<file path="src/rtl/i2c_pkg.sv">
// Shared I2C definitions: target FSM states, master instruction codes, ACK/NACK levels.
package i2c_pkg;

    typedef enum logic [3:0] {
        StIdle,
        StAddr,
        StAddrAck,
        StPtr,
        StPtrAck,
        StWdata,
        StWdataAck,
        StRdata,
        StRdataAck,
        StWaitStop
    } i2c_state_e;

    // Instruction codes understood by the companion I2C master.
    typedef enum logic [1:0] {
        CmdStart = 2'd0,
        CmdStop  = 2'd1,
        CmdRead  = 2'd2,
        CmdWrite = 2'd3
    } i2c_cmd_e;

    localparam logic ACK  = 1'b0;
    localparam logic NACK = 1'b1;

endpackage

</file>
<file path="src/rtl/i2c_sync_edge.sv">
// Two-flop synchronizer for a raw bus line plus single-cycle rise/fall pulses.
module i2c_sync_edge (
    input  logic clk_i,
    input  logic rst_ni,
    input  logic i_raw,
    output logic o_sync,
    output logic o_rise,
    output logic o_fall
);

    logic r_meta;
    logic r_sync;
    logic r_prev;

    // Synchronize and keep one delayed copy for edge detection; idle bus level is high.
    always_ff @(posedge clk_i or negedge rst_ni) begin
        if (!rst_ni) begin
            r_meta <= 1'b1;
            r_sync <= 1'b1;
            r_prev <= 1'b1;
        end else begin
            r_meta <= i_raw;
            r_sync <= r_meta;
            r_prev <= r_sync;
        end
    end

    assign o_sync = r_sync;
    assign o_rise = r_sync & ~r_prev;
    assign o_fall = ~r_sync & r_prev;

endmodule

</file>
<file path="src/rtl/i2c_target.sv">
// I2C target with an 8-bit register pointer: write sets pointer then data, read streams data.
module i2c_target
    import i2c_pkg::*;
#(
    parameter logic [6:0] DEV_ADDR = 7'h3C
) (
    input  logic       clk_i,
    input  logic       rst_ni,
    input  logic       scl_i,
    input  logic       sda_i,
    output logic       sda_oe_o,
    output logic [7:0] reg_addr_o,
    output logic [7:0] reg_wdata_o,
    output logic       reg_we_o,
    input  logic [7:0] reg_rdata_i,
    output logic       busy_o
);

    logic w_scl, w_scl_rise, w_scl_fall;
    logic w_sda, w_sda_rise, w_sda_fall;
    logic w_start, w_stop;
    logic [7:0] w_byte;

    i2c_state_e r_state, w_state_d;
    logic [2:0] r_bit_cnt, w_bit_cnt_d;
    logic [7:0] r_shift, w_shift_d;
    logic [7:0] r_addr, w_addr_d;
    logic [7:0] r_wdata, w_wdata_d;
    logic       r_rw, w_rw_d;
    logic       r_we, w_we_d;
    logic       r_oe, w_oe_d;
    logic       r_busy, w_busy_d;

    i2c_sync_edge u_sync_scl (
        .clk_i  (clk_i),
        .rst_ni (rst_ni),
        .i_raw  (scl_i),
        .o_sync (w_scl),
        .o_rise (w_scl_rise),
        .o_fall (w_scl_fall)
    );

    i2c_sync_edge u_sync_sda (
        .clk_i  (clk_i),
        .rst_ni (rst_ni),
        .i_raw  (sda_i),
        .o_sync (w_sda),
        .o_rise (w_sda_rise),
        .o_fall (w_sda_fall)
    );

    assign w_start = w_sda_fall & w_scl;
    assign w_stop  = w_sda_rise & w_scl;
    // Byte as it will look once the current SCL-rise bit is shifted in.
    assign w_byte  = {r_shift[6:0], w_sda};

    // State and datapath registers.
    always_ff @(posedge clk_i or negedge rst_ni) begin
        if (!rst_ni) begin
            r_state   <= StIdle;
            r_bit_cnt <= '0;
            r_shift   <= '0;
            r_addr    <= '0;
            r_wdata   <= '0;
            r_rw      <= 1'b0;
            r_we      <= 1'b0;
            r_oe      <= 1'b0;
            r_busy    <= 1'b0;
        end else begin
            r_state   <= w_state_d;
            r_bit_cnt <= w_bit_cnt_d;
            r_shift   <= w_shift_d;
            r_addr    <= w_addr_d;
            r_wdata   <= w_wdata_d;
            r_rw      <= w_rw_d;
            r_we      <= w_we_d;
            r_oe      <= w_oe_d;
            r_busy    <= w_busy_d;
        end
    end

    // Next-state logic: bits sampled on SCL rise, SDA drive changed only on SCL fall.
    // In ACK states r_oe tells whether the ACK has been driven yet.
    always_comb begin
        w_state_d   = r_state;
        w_bit_cnt_d = r_bit_cnt;
        w_shift_d   = r_shift;
        w_addr_d    = r_addr;
        w_wdata_d   = r_wdata;
        w_rw_d      = r_rw;
        w_we_d      = 1'b0;
        w_oe_d      = r_oe;
        w_busy_d    = r_busy;
        if (w_stop) begin
            w_state_d   = StIdle;
            w_bit_cnt_d = '0;
            w_oe_d      = 1'b0;
            w_busy_d    = 1'b0;
        end else if (w_start) begin
            w_state_d   = StAddr;
            w_bit_cnt_d = '0;
            w_oe_d      = 1'b0;
            w_busy_d    = 1'b0;
        end else begin
            unique case (r_state)
                StAddr: begin
                    if (w_scl_rise) begin
                        w_shift_d   = w_byte;
                        w_bit_cnt_d = r_bit_cnt + 3'd1;
                        if (r_bit_cnt == 3'd7) begin
                            if (w_byte[7:1] == DEV_ADDR) begin
                                w_state_d = StAddrAck;
                                w_rw_d    = w_byte[0];
                                w_busy_d  = 1'b1;
                            end else begin
                                w_state_d = StWaitStop;
                            end
                        end
                    end
                end
                StAddrAck: begin
                    if (w_scl_fall) begin
                        w_bit_cnt_d = '0;
                        if (!r_oe) begin
                            w_oe_d = 1'b1;
                        end else if (r_rw) begin
                            w_state_d = StRdata;
                            w_shift_d = reg_rdata_i;
                            w_oe_d    = ~reg_rdata_i[7];
                        end else begin
                            w_state_d = StPtr;
                            w_oe_d    = 1'b0;
                        end
                    end
                end
                StPtr: begin
                    if (w_scl_rise) begin
                        w_shift_d   = w_byte;
                        w_bit_cnt_d = r_bit_cnt + 3'd1;
                        if (r_bit_cnt == 3'd7) begin
                            w_addr_d  = w_byte;
                            w_state_d = StPtrAck;
                        end
                    end
                end
                StPtrAck: begin
                    if (w_scl_fall) begin
                        w_bit_cnt_d = '0;
                        w_oe_d      = ~r_oe;
                        if (r_oe) begin
                            w_state_d = StWdata;
                        end
                    end
                end
                StWdata: begin
                    if (w_scl_rise) begin
                        w_shift_d   = w_byte;
                        w_bit_cnt_d = r_bit_cnt + 3'd1;
                        if (r_bit_cnt == 3'd7) begin
                            w_wdata_d = w_byte;
                            w_we_d    = 1'b1;
                            w_state_d = StWdataAck;
                        end
                    end
                end
                StWdataAck: begin
                    if (w_scl_fall) begin
                        w_bit_cnt_d = '0;
                        w_oe_d      = ~r_oe;
                        if (r_oe) begin
                            w_addr_d  = r_addr + 8'd1;
                            w_state_d = StWdata;
                        end
                    end
                end
                StRdata: begin
                    if (w_scl_rise) begin
                        w_bit_cnt_d = r_bit_cnt + 3'd1;
                        if (r_bit_cnt == 3'd7) begin
                            w_state_d = StRdataAck;
                        end
                    end else if (w_scl_fall) begin
                        w_shift_d = {r_shift[6:0], 1'b0};
                        w_oe_d    = ~r_shift[6];
                    end
                end
                StRdataAck: begin
                    // r_bit_cnt == 1 marks that the master's ACK has been sampled.
                    if (w_scl_fall) begin
                        w_oe_d = 1'b0;
                        if (r_bit_cnt == 3'd1) begin
                            w_state_d   = StRdata;
                            w_bit_cnt_d = '0;
                            w_shift_d   = reg_rdata_i;
                            w_oe_d      = ~reg_rdata_i[7];
                        end
                    end else if (w_scl_rise) begin
                        if (w_sda == ACK) begin
                            w_addr_d    = r_addr + 8'd1;
                            w_bit_cnt_d = 3'd1;
                        end else begin
                            w_state_d = StWaitStop;
                        end
                    end
                end
                StIdle, StWaitStop: begin
                    w_oe_d = 1'b0;
                end
                default: begin
                    w_state_d = StIdle;
                    w_oe_d    = 1'b0;
                end
            endcase
        end
    end

    assign sda_oe_o    = r_oe;
    assign reg_addr_o  = r_addr;
    assign reg_wdata_o = r_wdata;
    assign reg_we_o    = r_we;
    assign busy_o      = r_busy;

endmodule

</file>
<file path="config.mk">
export PLATFORM = sky130hd
export DESIGN_NAME = i2c_target
export DESIGN_NICKNAME = d
export VERILOG_FILES = /design/src/rtl/i2c_pkg.sv /design/src/rtl/i2c_sync_edge.sv /design/src/rtl/i2c_target.sv
export SDC_FILE = /design/constraint.sdc
export NUM_CORES = 1
export LEC_CHECK = 0
export ABC_AREA = 1
export CAP_MARGIN = 30
export CELL_PAD_IN_SITES_DETAIL_PLACEMENT = 1
export CELL_PAD_IN_SITES_GLOBAL_PLACEMENT = 1
export CORE_UTILIZATION = 40
export DETAILED_ROUTE_END_ITERATION = 16
export GPL_TIMING_DRIVEN = 0
export HOLD_SLACK_MARGIN = 0.08
export PLACE_DENSITY_LB_ADDON = 0.25
export SETUP_SLACK_MARGIN = 0.4
export SYNTH_ARGS = -nofsm -noshare
export SYNTH_HDL_FRONTEND = slang
export SYNTH_SLANG_ARGS = --single-unit
</file>
<file path="constraint.sdc">
create_clock -name clk_i -period 2.4 [get_ports clk_i]
set_clock_uncertainty 0.15 [all_clocks]
set_input_delay 0.6 -clock clk_i [delete_from_list [all_inputs] [get_ports clk_i]]
set_output_delay 0.6 -clock clk_i [all_outputs]
set_load 0.005 [all_outputs]
</file>
Yosys cells after proc, flatten, opt, wreduce, memory -nomap -nowiden
Index checks and enable logic that the tools add are counted.
{ "totals": {"register_bits": 40, "input_bits": 12, "out_inout_bits": 19} }
{ "op_classes": {"addsub": 2, "eq_ne": 50, "n_mux": 69, "n_bitwise": 15, "reduce_logical": 21} }
{ "ops": {"columns": ["operator", "n"], "rows": [
  ["two-way mux 4 bit", 19],
  ["two-way mux 7 bit", 8],
  ["two-way mux 8 bit", 7],
  ["case mux 4 bit (8 select lines)", 1],
  ["inequality test 4 x 3 -> 1 bit, second input constant", 7],
  ["case mux 7 bit (4 select lines)", 1],
  ["two-way mux 3 bit", 9],
  ["inequality test 4 bit, second input constant", 6],
  ["case mux 8 bit (3 select lines)", 1],
  ["two-way mux 1 bit", 21],
  ["AND reduction 6 bit", 3],
  ["equality test 4 x 3 -> 1 bit, second input constant", 4],
  ["inequality test 2 bit, second input constant", 8],
  ["inequality test 4 x 1 -> 1 bit, second input constant", 4],
  ["AND reduction 16 bit", 1],
  ["nonzero test 3 bit", 5],
  ["inequality test 2 x 1 -> 1 bit, second input constant", 7],
  ["AND reduction 11 bit", 1],
  ["inequality test 5 x 3 -> 1 bit, second input constant", 2],
  ["inequality test 5 bit, second input constant", 2],
  ["AND reduction 10 bit", 1],
  ["inverter 1 bit", 9],
  ["case mux 3 bit (3 select lines)", 1],
  ["adder 8 x 1 -> 8 bit, second input constant", 1],
  ["other kinds (19)", 28]
]} }

Logic depth before layout (Yosys ltp)
{ "logic_depth": {"ltp_word": 7, "mapped_depth": 11} }

Modules after synthesis
Synthesis repeated with hierarchy kept, for this count alone.
{ "hier_totals": {"cells_unflattened": 353, "hier_area_um2": 2464.9} }
{ "modules_own_cells": {"columns": ["module", "n_inst", "cells_each", "area_per_inst_um2", "seq_area_each_um2"], "rows": [
  ["i2c_target", 1, 339, 2277.2, 850.8],
  ["i2c_sync_edge", 2, 7, 93.8, 78.8]
]} }

Least setup slack after synthesis
Ideal clock, no wire load.
{ "synth_timing": {"path_type": "register to register", "start": "register u_sync_sda.r_sync, in the netlist u_sync_sda.o_sync", "end": "register r_bit_cnt[2]", "setup_ns": 0.117, "arrival_time_ns": 1.486, "required_ns": 2.133, "setup_slack_ns": 0.648, "stages_incl_launch_ff": 11, "n_path_buf": 1, "synth_period_minus_slack_ns": 1.752, "cell_sequence": "dfstp_2 > nand3_1 > nand2_2 > inv_2 > buf_4 > nand3_1 > nand2_1 > nor2_1 > nand2_2 > nand2_1 > nand2_1"} }
{ "synth_between": {"elab_chain_len": 5, "elab_cells_between_ends": 14} }
{ "synth_lines": {"columns": ["element", "line", "source"], "rows": [
  ["start, declared", "i2c_sync_edge.sv:12", "logic r_sync;"],
  ["start signal, assigned", "i2c_sync_edge.sv:23", "r_sync <= r_meta;"],
  ["inverter 1 bit", "i2c_sync_edge.sv:30", "assign o_fall = ~r_sync & r_prev;"],
  ["AND 1 bit", "i2c_sync_edge.sv:30", null],
  ["AND 1 bit", "i2c_target.sv:52", "assign w_start = w_sda_fall & w_scl;"],
  ["inequality test 5 bit (no source line) (tied with other cells)", null, null],
  ["AND reduction 6 bit (no source line) / two-way mux 3 bit (equally long branches)", null, null],
  ["end signal, assigned", "i2c_target.sv:71", "r_bit_cnt <= w_bit_cnt_d;"],
  ["end, declared", "i2c_target.sv:25", "logic [2:0] r_bit_cnt, w_bit_cnt_d;"]
]} }
Parallel ways exist; a longest one is shown, timed or not.
A chain may end at the register's enable or synchronous reset.

Worst setup path in the final report
{ "layout_timing": {"start": "register r_addr[1], in the netlist reg_addr_o[1]", "end": "output port reg_addr_o[1]"} }
{ "layout_lines": {"columns": ["element", "line", "source"], "rows": [
  ["start, declared", "i2c_target.sv:27", "logic [7:0] r_addr, w_addr_d;"],
  ["start signal, assigned", "i2c_target.sv:73", "r_addr <= w_addr_d;"],
  ["end, declared", "i2c_target.sv:12", "output logic [7:0] reg_addr_o,"]
]} }
No word-level cell between the ends.

==> results by group <==
Run status
  • Status: finished clean

Timing
  • Tightest Pin Transition: 451 ps
  • Slew headroom: 0.699
  • Slew Viols, Final: 0
  • Hold_ws: 79.4 ps
  • Final setup fails: 0
  • Final Hold Fails: 0
  • Fmax achieved: 510 MHz
  • Min Tclk post-route: 1960 ps
  • Unrepaired setup endpoints after global routing: false
  • Fin crit share: 0.817
  • Post-route setup TNS: 0 ps

Critical path
  • Worst Path Buf+Inv: 1
  • CP endpoint kind: output port
  • Crit start category: flop
  • CP top delay family: buffers and inverters
  • Cells along the critical path: clkdlybuf4s50_1
  • CP Data Arrival Time: 1210 ps
  • Crit-path max FO: 2
  • Setup CP Type: reg2out
  • WP data required: 1650 ps
  • Slowest-stage cell, CP: clkdlybuf4s50_1
  • Largest stage delay on the critical path: 540 ps

Route
  • DR pass1 iterations: 4
  • Number of DRC markers in iteration 0: 123
  • DR vias: 2484
  • Number of remaining DRC errors: 0
  • WL final: 7.58 mm
  • Via/cell ratio: 5.20
  • Antenna-violating nets left: 0
  • Wire length per cell: 15.9 µm

CTS
  • Max clock buf depth: 2
  • Clock Pin Slew Worst Setup and Hold Paths: 90 ps
  • CTS sink cnt: 40
  • CTS buffer count: 5
  • # hold bufs at CTS: 0
  • TritonCTS clock tree: done
  • Skew-Pair Late Insertion Delay: 300 ps
  • Htree depth: 2
  • Root buffer cell: clkbuf_8

Global routing
  • Total GRT Usage: 0.244
  • Vias in the first global route: 2483
  • First-pass GRT wire length: 11.8 mm
  • Largest net degree at the start of global routing: 24
  • Antenna violations before repair: 0
  • Overflow after GRT: 0

Final layout
  • Final nets: 418
  • Util after Layout: 0.541
  • Fraction of layout cells with a size suffix above 1: 0.211
  • Diode count: 0
  • P&R area growth vs syn: 31.2%

Logic synthesis
  • Top post-synthesis cells by area: dfrtp_1 (35%), nand2_1 (19%), nand3_1 (6.8%), dfstp_2 (6.5%), o21ai_0 (6.0%)
  • Sequential fraction of the synthesis area: 0.416
  • Synth Warn #: 0
  • Synth Instances: 342
  • Largest area contributor in the netlist: dfrtp_1
  • #FFs+latches synth: 40
  • Post-synth EDFFs: 0
  • Avg Inst Size Synth: 7.09 µm²
  • Mapped Area: 0.00243 mm²
  • Yosys cell types: 31
  • Area share of the largest cell type after synthesis: 0.351
  • Most used standard cell by instance count after synthesis: nand2_1
  • Ys flop type: dfrtp_1
  • Post-Syn Nets: 358
  • Ys async rst share: 1.00
  • Synth top cells by count: nand2_1 (126), dfrtp_1 (34), nand3_1 (33)

Floorplan
  • Die Y: 79.9 µm
  • Full die area: 0.00638 mm²
  • Die X: 79.9 µm
  • Site Rows: 28
  • Area of the core: 0.00589 mm²
  • IO Pins: 31
  • Initial core utilization: 0.412

Power
  • Peak supply drop: 0.000422 V
  • Tot Pwr: 2.91 mW
  • Lkg Pwr: 1.60 nW
  • Power Density: 913 mW/mm²

Place
  • Placer's final routability congestion estimate: 0.910
  • Hpwl dp: 5.29 mm
  • # port buffers: 30

Min path
  • Worst hold path class: in2async

Flow run
  • Reported max-cap violation count: 0
[area by class of cell]
type                       instances  area (µm²)
fill                             770        2700
multi-input combinational        264        1340
sequential                        40        1010
timing repair buffer              53         483
inverter                          33         124
tap                               75        93.8
clock buffer                       7        86.3
buffer                             5        35.0
clock inverter                     1        7.51
[report_power, final]
| group | internal [mW] | switching [mW] | total (mW) |
|---|---|---|---|
| clock network | 0.234 | 0.256 | 0.489 |
| logic | 0.584 | 0.857 | 1.44 |
| registers | 0.825 | 0.150 | 0.975 |
[path summary, 6_finish.rpt]
kind | start | to | slack, ps | depth (start not counted)
max | reg_addr_o[1] | reg_addr_o[1] | 440 | 1
min | rst_ni | r_state[2] | 80 | 1
max reg2reg | u_sync_scl.o_sync | r_bit_cnt[2] | 460 | 10
min reg2reg | u_sync_sda.r_meta | u_sync_sda.o_sync | 210 | 0
max in group asynchronous | rst_ni | reg_wdata_o[1] | 1530 | 2
min in group clk_i | u_sync_sda.r_meta | u_sync_sda.o_sync | 210 | 0
[registers in the layout, summed over array words and instances (netlist names), 3 cells and up]
signal / count
r_state: 4
reg_wdata_o: 8
reg_addr_o: 8
r_shift: 7
r_bit_cnt: 3
[through the flow]
stage,cells,cell area (µm²),worst slack [ps]
2_1_floorplan,342,2430,648
3_3_place_gp,447,2820,-496
3_5_place_dp,448,2840,228
4_1_cts,460,2980,401
5_1_grt,478,3180,357
6_report,478,3180,440
[timing repair]
item,CTS,global route
pin swaps,0,6
setup endpoints to repair,25,35
endpoints found under the hold margin,0,0
setup buffers,4,18
gates resized for setup,5,22
[cell usage in the layout (no fill, tap or decap), types with 4 or more instances in the layout]
cell	count
buf_4	24
o21ai_0	29
nor2_4	7
nand2_1	122
nand3_1	30
clkbuf_8	6
clkdlybuf4s50_1	28
dfrtp_1	31
ha_1	4
inv_2	6
nand2_2	11
inv_1	27
dfstp_2	6
nor2_1	25
a21oi_1	4
[kinds of logic (layout without fill, tap and decap cells)]
group,count (synthesis),in the layout,synth area share
XOR/XNOR,3,3,0.0108
AO/OA/AOI/OAI,45,45,0.109
AND/OR/NAND/NOR,212,212,0.380
flip-flops,40,40,0.416
adder cells (fa/ha/maj),4,4,0.0206
buffers and inverters,38,99,0.0640
[layer usage]
| metal | GRT usage | share of wire | vias up |
|---|---|---|---|
| met5 | 0 | 0 | - |
| met4 | 0.0821 | 0.016 | 0 |
| met3 | 0.0514 | 0.033 | 12 |
| met2 | 0.406 | 0.50 | 46 |
| met1 | 0.313 | 0.45 | 1217 |
| li1 | - | - | 1209 |
Note: power is estimated with default switching activity, not from simulation.
